`config.mk`:
```
export PLATFORM = sky130hd
export DESIGN_NAME = spi_master_tx
export DESIGN_NICKNAME = d
export VERILOG_FILES = /design/src/rtl/spi_master_tx.sv
export SDC_FILE = /design/constraint.sdc
export NUM_CORES = 1
export LEC_CHECK = 0
export CORE_MARGIN = 1
export CORE_UTILIZATION = 56
export DETAILED_ROUTE_END_ITERATION = 12
export PLACE_DENSITY = 0.9
export SYNTH_ARGS = -nofsm -noshare
export SYNTH_HDL_FRONTEND = slang
export SYNTH_SLANG_ARGS = --single-unit
```
`constraint.sdc`:
```
create_clock -name clk_in -period 2.6 [get_ports clk_in]
set_input_delay 0.39 -clock clk_in [delete_from_list [all_inputs] [get_ports clk_in]]
set_output_delay 0.39 -clock clk_in [all_outputs]
set_load 0.01 [all_outputs]
```
`src/rtl/spi_master_tx.sv`:
```
// Byte-stream SPI mode-0 transmitter: one-entry holding register feeding an 8-bit shift register.
// All pin outputs come from flops; frames span bytes until a byte tagged last, then CS idles >= CS_GAP.
module spi_master_tx #(
  parameter int CLK_DIV = 4,
  parameter int CS_GAP  = 2
) (
  input  logic       clk_in,
  input  logic       spi_rst_n,
  input  logic       byte_valid_in,
  input  logic [7:0] byte_data_in,
  input  logic       byte_last_in,
  output logic       byte_ready_out,
  output logic       spi_sclk_out,
  output logic       spi_mosi_out,
  output logic       spi_cs_n_out,
  output logic       busy_out
);

  typedef enum logic [2:0] {IDLE, SETUP, SHIFT, STALL, HOLD, GAP} state_e;

  localparam logic [7:0] DIV_TERM = 8'(CLK_DIV - 1);
  localparam logic [7:0] GAP_TERM = 8'(CS_GAP - 1);

  state_e     state_q;
  logic [7:0] cnt_q;
  logic [2:0] bit_q;
  logic [7:0] shift_q, shift_d;
  logic       last_q;
  logic       sclk_q, mosi_q, cs_n_q, busy_q;

  logic       hold_vld_q, hold_vld_d;
  logic       hold_last_q, hold_last_d;
  logic [7:0] hold_dat_q, hold_dat_d;

  logic accept, div_tick, fall, byte_end, load;

  assign accept   = byte_valid_in && !hold_vld_q;
  assign div_tick = (cnt_q == DIV_TERM);
  assign fall     = (state_q == SHIFT) && div_tick && sclk_q;
  assign byte_end = fall && (bit_q == 3'd7);
  // The holding byte moves into the shifter from IDLE, STALL, or seamlessly at a non-final byte end.
  assign load     = hold_vld_q && ((state_q == IDLE) || (state_q == STALL) || (byte_end && !last_q));

  always_comb begin
    hold_vld_d  = hold_vld_q;
    hold_dat_d  = hold_dat_q;
    hold_last_d = hold_last_q;
    if (load) begin
      hold_vld_d = 1'b0;
    end else if (accept) begin
      hold_vld_d  = 1'b1;
      hold_dat_d  = byte_data_in;
      hold_last_d = byte_last_in;
    end
  end

  always_comb begin
    shift_d = shift_q;
    if (load) begin
      shift_d = hold_dat_q;
    end else if (fall && !byte_end) begin
      shift_d = shift_q << 1;
    end
  end

  always_ff @(posedge clk_in or negedge spi_rst_n) begin
    if (!spi_rst_n) begin
      hold_vld_q  <= 1'b0;
      hold_dat_q  <= 8'd0;
      hold_last_q <= 1'b0;
    end else begin
      hold_vld_q  <= hold_vld_d;
      hold_dat_q  <= hold_dat_d;
      hold_last_q <= hold_last_d;
    end
  end

  always_ff @(posedge clk_in or negedge spi_rst_n) begin
    if (!spi_rst_n) begin
      state_q <= IDLE;
      cnt_q   <= 8'd0;
      bit_q   <= 3'd0;
      shift_q <= 8'd0;
      last_q  <= 1'b0;
      sclk_q  <= 1'b0;
      mosi_q  <= 1'b0;
      cs_n_q  <= 1'b1;
      busy_q  <= 1'b0;
    end else begin
      shift_q <= shift_d;
      if (load) begin
        last_q <= hold_last_q;
      end
      if (load || (fall && !byte_end)) begin
        mosi_q <= shift_d[7];
      end
      case (state_q)
        IDLE: begin
          if (load) begin
            state_q <= SETUP;
            cs_n_q  <= 1'b0;
            busy_q  <= 1'b1;
            cnt_q   <= 8'd0;
            bit_q   <= 3'd0;
          end
        end
        SETUP: begin
          if (div_tick) begin
            cnt_q   <= 8'd0;
            sclk_q  <= 1'b1;
            state_q <= SHIFT;
          end else begin
            cnt_q <= cnt_q + 8'd1;
          end
        end
        SHIFT: begin
          if (div_tick) begin
            cnt_q  <= 8'd0;
            sclk_q <= ~sclk_q;
            if (sclk_q) begin
              bit_q <= bit_q + 3'd1;
              if (byte_end) begin
                if (last_q) begin
                  state_q <= HOLD;
                end else if (!hold_vld_q) begin
                  state_q <= STALL;
                end
              end
            end
          end else begin
            cnt_q <= cnt_q + 8'd1;
          end
        end
        STALL: begin
          if (load) begin
            state_q <= SETUP;
            cnt_q   <= 8'd0;
          end
        end
        HOLD: begin
          if (div_tick) begin
            cnt_q   <= 8'd0;
            state_q <= GAP;
            cs_n_q  <= 1'b1;
            mosi_q  <= 1'b0;
          end else begin
            cnt_q <= cnt_q + 8'd1;
          end
        end
        GAP: begin
          if (cnt_q == GAP_TERM) begin
            cnt_q   <= 8'd0;
            state_q <= IDLE;
            busy_q  <= 1'b0;
          end else begin
            cnt_q <= cnt_q + 8'd1;
          end
        end
        default: state_q <= IDLE;
      endcase
    end
  end

  assign byte_ready_out = ~hold_vld_q;
  assign spi_sclk_out   = sclk_q;
  assign spi_mosi_out   = mosi_q;
  assign spi_cs_n_out   = cs_n_q;
  assign busy_out       = busy_q;

endmodule
```
==> metrics.txt, run 1 <==
# fillers=223; drt first pass iters=6; Synthesized Nets=between 150 and 200; post-layout min period=approximately 2.2 ns; CP startpoint kind=register; Netlist cell types=43; routed len/inst=about 15 µm; Final Cycle Share=between 80% and 90%; Seq/Total Area, Yosys=50.6%; largest net degree at the start of global routing=37; pre-CTS setup slack=0.461 ns; Via density=just under 6; vias in the first global route=approximately 1.4k; Power, Total=between 1.5 and 2 mW; WHS=between 0.4 and 0.5 ns; crit path DAT=2.41 ns; P_leak=between 0.9 and 1 nW; Slew Limit Fails=0; die width=slightly below 60 µm; RSZ-0062 raised after global routing=no; overall routing resource usage=24.1%; die area=3420 µm²; Layout Utilization=68.0%; root buffer cell=clkbuf_4; Crit. End Element=register; Iter 0 DRT Violations=between 80 and 90; routability cong.=around 0.92; CP peak stage delay=slightly above 0.5 ns; Post-CTS Setup Bufs=0; # hold bufs at CTS=0; synthesized instance count=roughly 180; Post-synth EDFFs=0; share of cells above drive strength 1=10.4%; Slowest cell on crit path=dfrtp_1; status=finished clean; PortBufs=16; CTS tree=yes; antenna cells=0; Ports=17; CP max FO=11; top_reg_cell synth=dfrtp_1; initial antenna violation count=0; Layout area overhead=15.4%; r2r worst-path depth=5; Non-Filler Instances=246; clk slew on worst S/H paths=roughly 0.11 ns; routed vias=1466; Fin Setup TNS=0 ns; Power Density=a little over 900 nW/µm²; Total Routed Length=~3600 µm; HPWL Detailed=~2500 µm; final count of hold timing violations=0; Clock Latency Late Sink=between 0.3 and 0.4 ns; Core ar.=3030 µm²; Slew @ Worst Pin=0.443 ns; endpoints failing setup=0; Syn Std Cell Area=1780 µm²; first-pass GRT wire length=6210 µm; Bufs on Longest Clock Path=2; Initial Util=58.9%; synth top area cells=dfrtp_1, o21ai_0, a221o_1; Die Height=between 50 and 60 µm; highest clock rate=approximately 0.46 GHz; Yosys top cell area share=49.1%; headroom to the max-slew limit=70.5%; Synth Area per Inst=approximately 9.9 µm²; worst hold path class=in -> async; Inst Count DP=238; Final Cell Area=a little over 2000 µm²; Critical Path RT=between 2 and 3 ns; GR Overflow Total=0; most common cell after layout, fill and taps aside=dfrtp_1; Max Clock Skew=roughly 0.012 ns; Clock Sinks=36; synth warn=0; crit-path cells=nor3b_1, nand4_1, nor2_2, a21boi_0, a211oi_1; PnR worst setup slack=about 0.44 ns; Area after DPL=2000 µm²; # DRC=0; ys async rst share=100%; crit path kind=reg -> reg; DRT antenna net count=0; peak supply drop=0.491 mV; area leader, netlist=dfrtp_1; total of max-cap violations=0; Final nets=~220; Yosys reg bits=36; commonest non-fill, non-tap cells in the layout=dfrtp_1, o21ai_0, clkdlybuf4s50_1, inv_1; # rows=20; CTS Buf Count=5; CTS H-Tree Depth=2; post-CTS sizing=0
## Yosys cell counts (all sizes together) (2+ instances only)
cell type	number
o21ai	22
a211oi	3
ha	4
mux2	4
nand3	9
a21o	4
buf	2
nand2b	3
a221o	6
clkbuf	4
nor3b	3
dfrtp	35
inv	15
o22ai	3
nor4	2
nor2	14
a31oi	3
nand2	13
or3	2
and2	2
a21oi	5
nor2b	3
o21a	2
and3	2
## report_power, final
group	internal, mW	switching, mW	leakage, nW	total (mW)
clock	0.129	0.186	0.0380	0.314
combinational	0.319	0.295	0.434	0.613
sequential	0.781	0.182	0.440	0.963
total	1.23	0.663	0.912	1.89
## cell type report
type	count	area [µm²]	share of cell area [%]
clock buffer	6	51.3	2.49
clock inverter	2	10.0	0.486
inverter	15	56.3	2.74
multi-input combinational	124	801	38.9
sequential	36	902	43.8
tap	44	55.1	2.67
timing repair buffer	19	183	8.88
## path summary, 6_finish.rpt
check                                                 to                     start  slack, ns
min in group clk_in             spi_cs_n_out$_DFFE_PN1P_  spi_cs_n_out$_DFFE_PN1P_       0.51
worst min-delay path                cnt_q[0]$_DFFE_PN0P_                 spi_rst_n       0.45
max in group asynchronous       spi_cs_n_out$_DFFE_PN1P_                 spi_rst_n       1.80
worst max register to register    spi_mosi_out$_DFF_PN0_    state_q[2]$_DFFE_PN0P_       0.44
worst max-delay path              spi_mosi_out$_DFF_PN0_    state_q[2]$_DFFE_PN0P_       0.44
worst min register to register  spi_cs_n_out$_DFFE_PN1P_  spi_cs_n_out$_DFFE_PN1P_       0.51
## state kept, by name, summed over array words and instances (netlist names)
register,count
cnt_q,8
hold_dat_q,8
shift_q,7
bit_q,3
state_q,3
busy_out,1
hold_last_q,1
hold_vld_q,1
last_q,1
spi_cs_n_out,1
spi_mosi_out,1
spi_sclk_out,1
## per-layer routing
metal,wire [µm],track usage [%],vias to the layer above
met3,197,6.81,10
li1,-,-,693
met4,59,10.5,0
met1,1510,29.7,705
met5,0,0,-
met2,1810,39.6,58
## worst max-delay path: cells and delay by family (launching register included)
kind            cells  cell delay [ns]
flops               1             0.51
compound gates      2             0.36
simple gates        3             1.20
## logic make-up (layout without fill, tap and decap cells)
logic type | after synthesis | in the layout | synth area share (%)
AOI/OAI and AO/OA | 55 | 55 | 20.8
xor gates and xnor gates | 1 | 1 | 0.491
adders and majority gates | 4 | 4 | 2.81
buffers and inverters | 21 | 42 | 4.56
DFF | 36 | 36 | 50.6
muxes | 4 | 4 | 2.52
and+or+nand+nor | 60 | 60 | 18.2
Note: power is estimated with default switching activity, not from simulation.
==> run 2: changes to the inputs <==
==> constraint.sdc (replaced) <==
create_clock -name clk_in -period 2.15 [get_ports clk_in]
set_input_delay 0.3225 -clock clk_in [delete_from_list [all_inputs] [get_ports clk_in]]
set_output_delay 0.3225 -clock clk_in [all_outputs]
set_load 0.01 [all_outputs]
==> run 2 against run 1 <==
Sequential cell count unchanged. Final area increased by 3.0%. Sequential share of layout area fell by 1.3 points. Total power rose by 24%. Final cell count increased by 3.7%. Setup slack lost 0.43 ns. Highest routed layer unchanged. Sequential power grew 21%.
==> metrics.txt, run 2 (synthesis gave the netlist of run 1 again) <==
most common cell after layout, fill and taps aside=dfrtp_1; HPWL Detailed=2740 µm (+7.5%); Total Routed Length=3900 µm (+9.0%); Max Clock Skew=0.0134 ns (+0.00186 ns); CP max FO=5 (-6); RSZ-0062 raised after global routing=yes; Die Height=58.4 µm (unchanged); Met1 Wirelength=1570 µm (+4.4%); PortBufs=16 (unchanged); Slew @ Worst Pin=0.437 ns (-0.00608 ns); crit path kind=reg -> reg; antenna cells=0 (unchanged); Initial Util=58.9% (unchanged); Slew Limit Fails=0 (unchanged); DRT antenna net count=0 (unchanged); crit path DAT=2.43 ns (+0.02 ns); total of max-cap violations=0 (unchanged); peak supply drop=0.549 mV (+12%); Critical Path RT=2.44 ns (-0.41 ns); share of cells above drive strength 1=13.7% (+3.3 points); Iter 0 DRT Violations=95 (+12%); Ports=17 (unchanged); overall routing resource usage=25.8% (+1.8 points); die area=3420 µm² (unchanged); CTS H-Tree Depth=2 (unchanged); clk slew on worst S/H paths=0.11 ns (about the same); Bufs on Longest Clock Path=2 (unchanged); CTS Buf Count=5 (unchanged); Clock Sinks=36 (unchanged); root buffer cell=clkbuf_4; GR Overflow Total=0 (unchanged); final count of hold timing violations=0 (unchanged); die width=58.4 µm (unchanged); P_leak=0.946 nW (+3.7%); endpoints failing setup=0 (unchanged); Final nets=226 (+4.1%); top flop regs=cnt_q: 8 flops, hold_dat_q: 8 flops, shift_q: 7 flops; met3 WL post-DR=235 µm (+19%); WHS=0.362 ns (-0.0849 ns); # rows=20 (unchanged); DR top layer=met4; Via density=6.00 (+0.62%); Area after DPL=2040 µm² (+2.3%); headroom to the max-slew limit=70.8% (+0.35 points); routability cong.=0.901 (-2.4%); Crit. End Element=register; CTS tree=yes; initial antenna violation count=0 (unchanged); PnR worst setup slack=0.0108 ns (-0.428 ns); Power Density=1110 nW/µm² (+20%); routed vias=1529 (+4.3%); drt first pass iters=4 (-2); Clock Latency Late Sink=0.35 ns (about the same); met2 wire len=2000 µm (+11%); Fin Setup TNS=0 ns (unchanged); vias in the first global route=1461 (+2.0%); largest net degree at the start of global routing=37 (unchanged); commonest non-fill, non-tap cells in the layout=dfrtp_1, o21ai_0, clkdlybuf4s50_1, inv_1; highest clock rate=0.467 GHz (+1.0%); CP startpoint kind=register; Layout area overhead=18.8%; # hold bufs at CTS=0 (unchanged); Core ar.=3030 µm² (unchanged); first-pass GRT wire length=6510 µm (+4.9%); Final Cycle Share=99.5% (+16 points); routed len/inst=15.3 µm (+5.2%); post-layout min period=2.14 ns (-0.0216 ns); # DRC=0 (unchanged); status=finished clean; Final Cell Area=2120 µm² (+3.0%); pre-CTS setup slack=0.0734 ns (-0.388 ns); worst hold path class=in -> async
## run 2: changes by cell type in the layout (fill, tap and decap cells not counted), sizes merged
| cell | delta |
|---|---|
| buf | +9 |
| clkinv | -1 |
| clkbuf | +1 |
## run 2: final timing paths
path	start	to	slack (ns)	cells after the start
max	cnt_q[3]$_DFFE_PN0P_	state_q[0]$_DFFE_PN0P_	0.01	5
min	spi_rst_n	cnt_q[7]$_DFFE_PN0P_	0.36	2
max reg2reg	cnt_q[3]$_DFFE_PN0P_	state_q[0]$_DFFE_PN0P_	0.01	5
min reg2reg	bit_q[0]$_DFFE_PN0P_	bit_q[0]$_DFFE_PN0P_	0.51	1
max in group asynchronous	spi_rst_n	spi_cs_n_out$_DFFE_PN1P_	1.43	2
min in group clk_in	bit_q[0]$_DFFE_PN0P_	bit_q[0]$_DFFE_PN0P_	0.51	1
## run 2: through the flow
stage	total power [mW]	instances	util, %
2_1_floorplan	1.64	181	-
3_3_place_gp	1.87	244	67.4
3_5_place_dp	1.95	244	67.4
4_1_cts	2.30	252	69.1
5_1_grt	2.49	255	70.0
6_report	2.34	255	70.0
## run 2: area by class of cell
type	count	area (µm²)
repair buffers	28	248
flip-flops and latches	36	902
clock inverters	1	5.00
fillers	233	908
multi-input cells	124	808
well taps	44	55.1
inverters	15	56.3
clock buffers	7	45.0
## run 2: power by group
group          switching (mW)  internal (mW)  leakage [nW]
logic                   0.387          0.433         0.477
registers               0.229          0.945         0.440
clock network           0.224          0.127        0.0293
## run 2: repair_timing
| action | in CTS | in global routing |
|---|---|---|
| hold endpoints to repair | 0 | 0 |
| buffers inserted | 0 | 2 |
| resized for setup | 0 | 4 |
| setup endpoints to repair | 0 | 10 |
## run 2: worst max-delay path, cell delays in order (launching register included)
cell     delay (ns)
dfrtp_1        0.47
nor4_4         0.40
nand3_1        0.15
or4_1          0.54
a31oi_1        0.29
o221a_2        0.23
## run 2: metal layers
layer  global-route usage, %  vias up
li1                        -      713
met1                    31.4      737
met2                    42.9       67
met3                    7.69       12
met4                    11.2        0
met5                       0        -
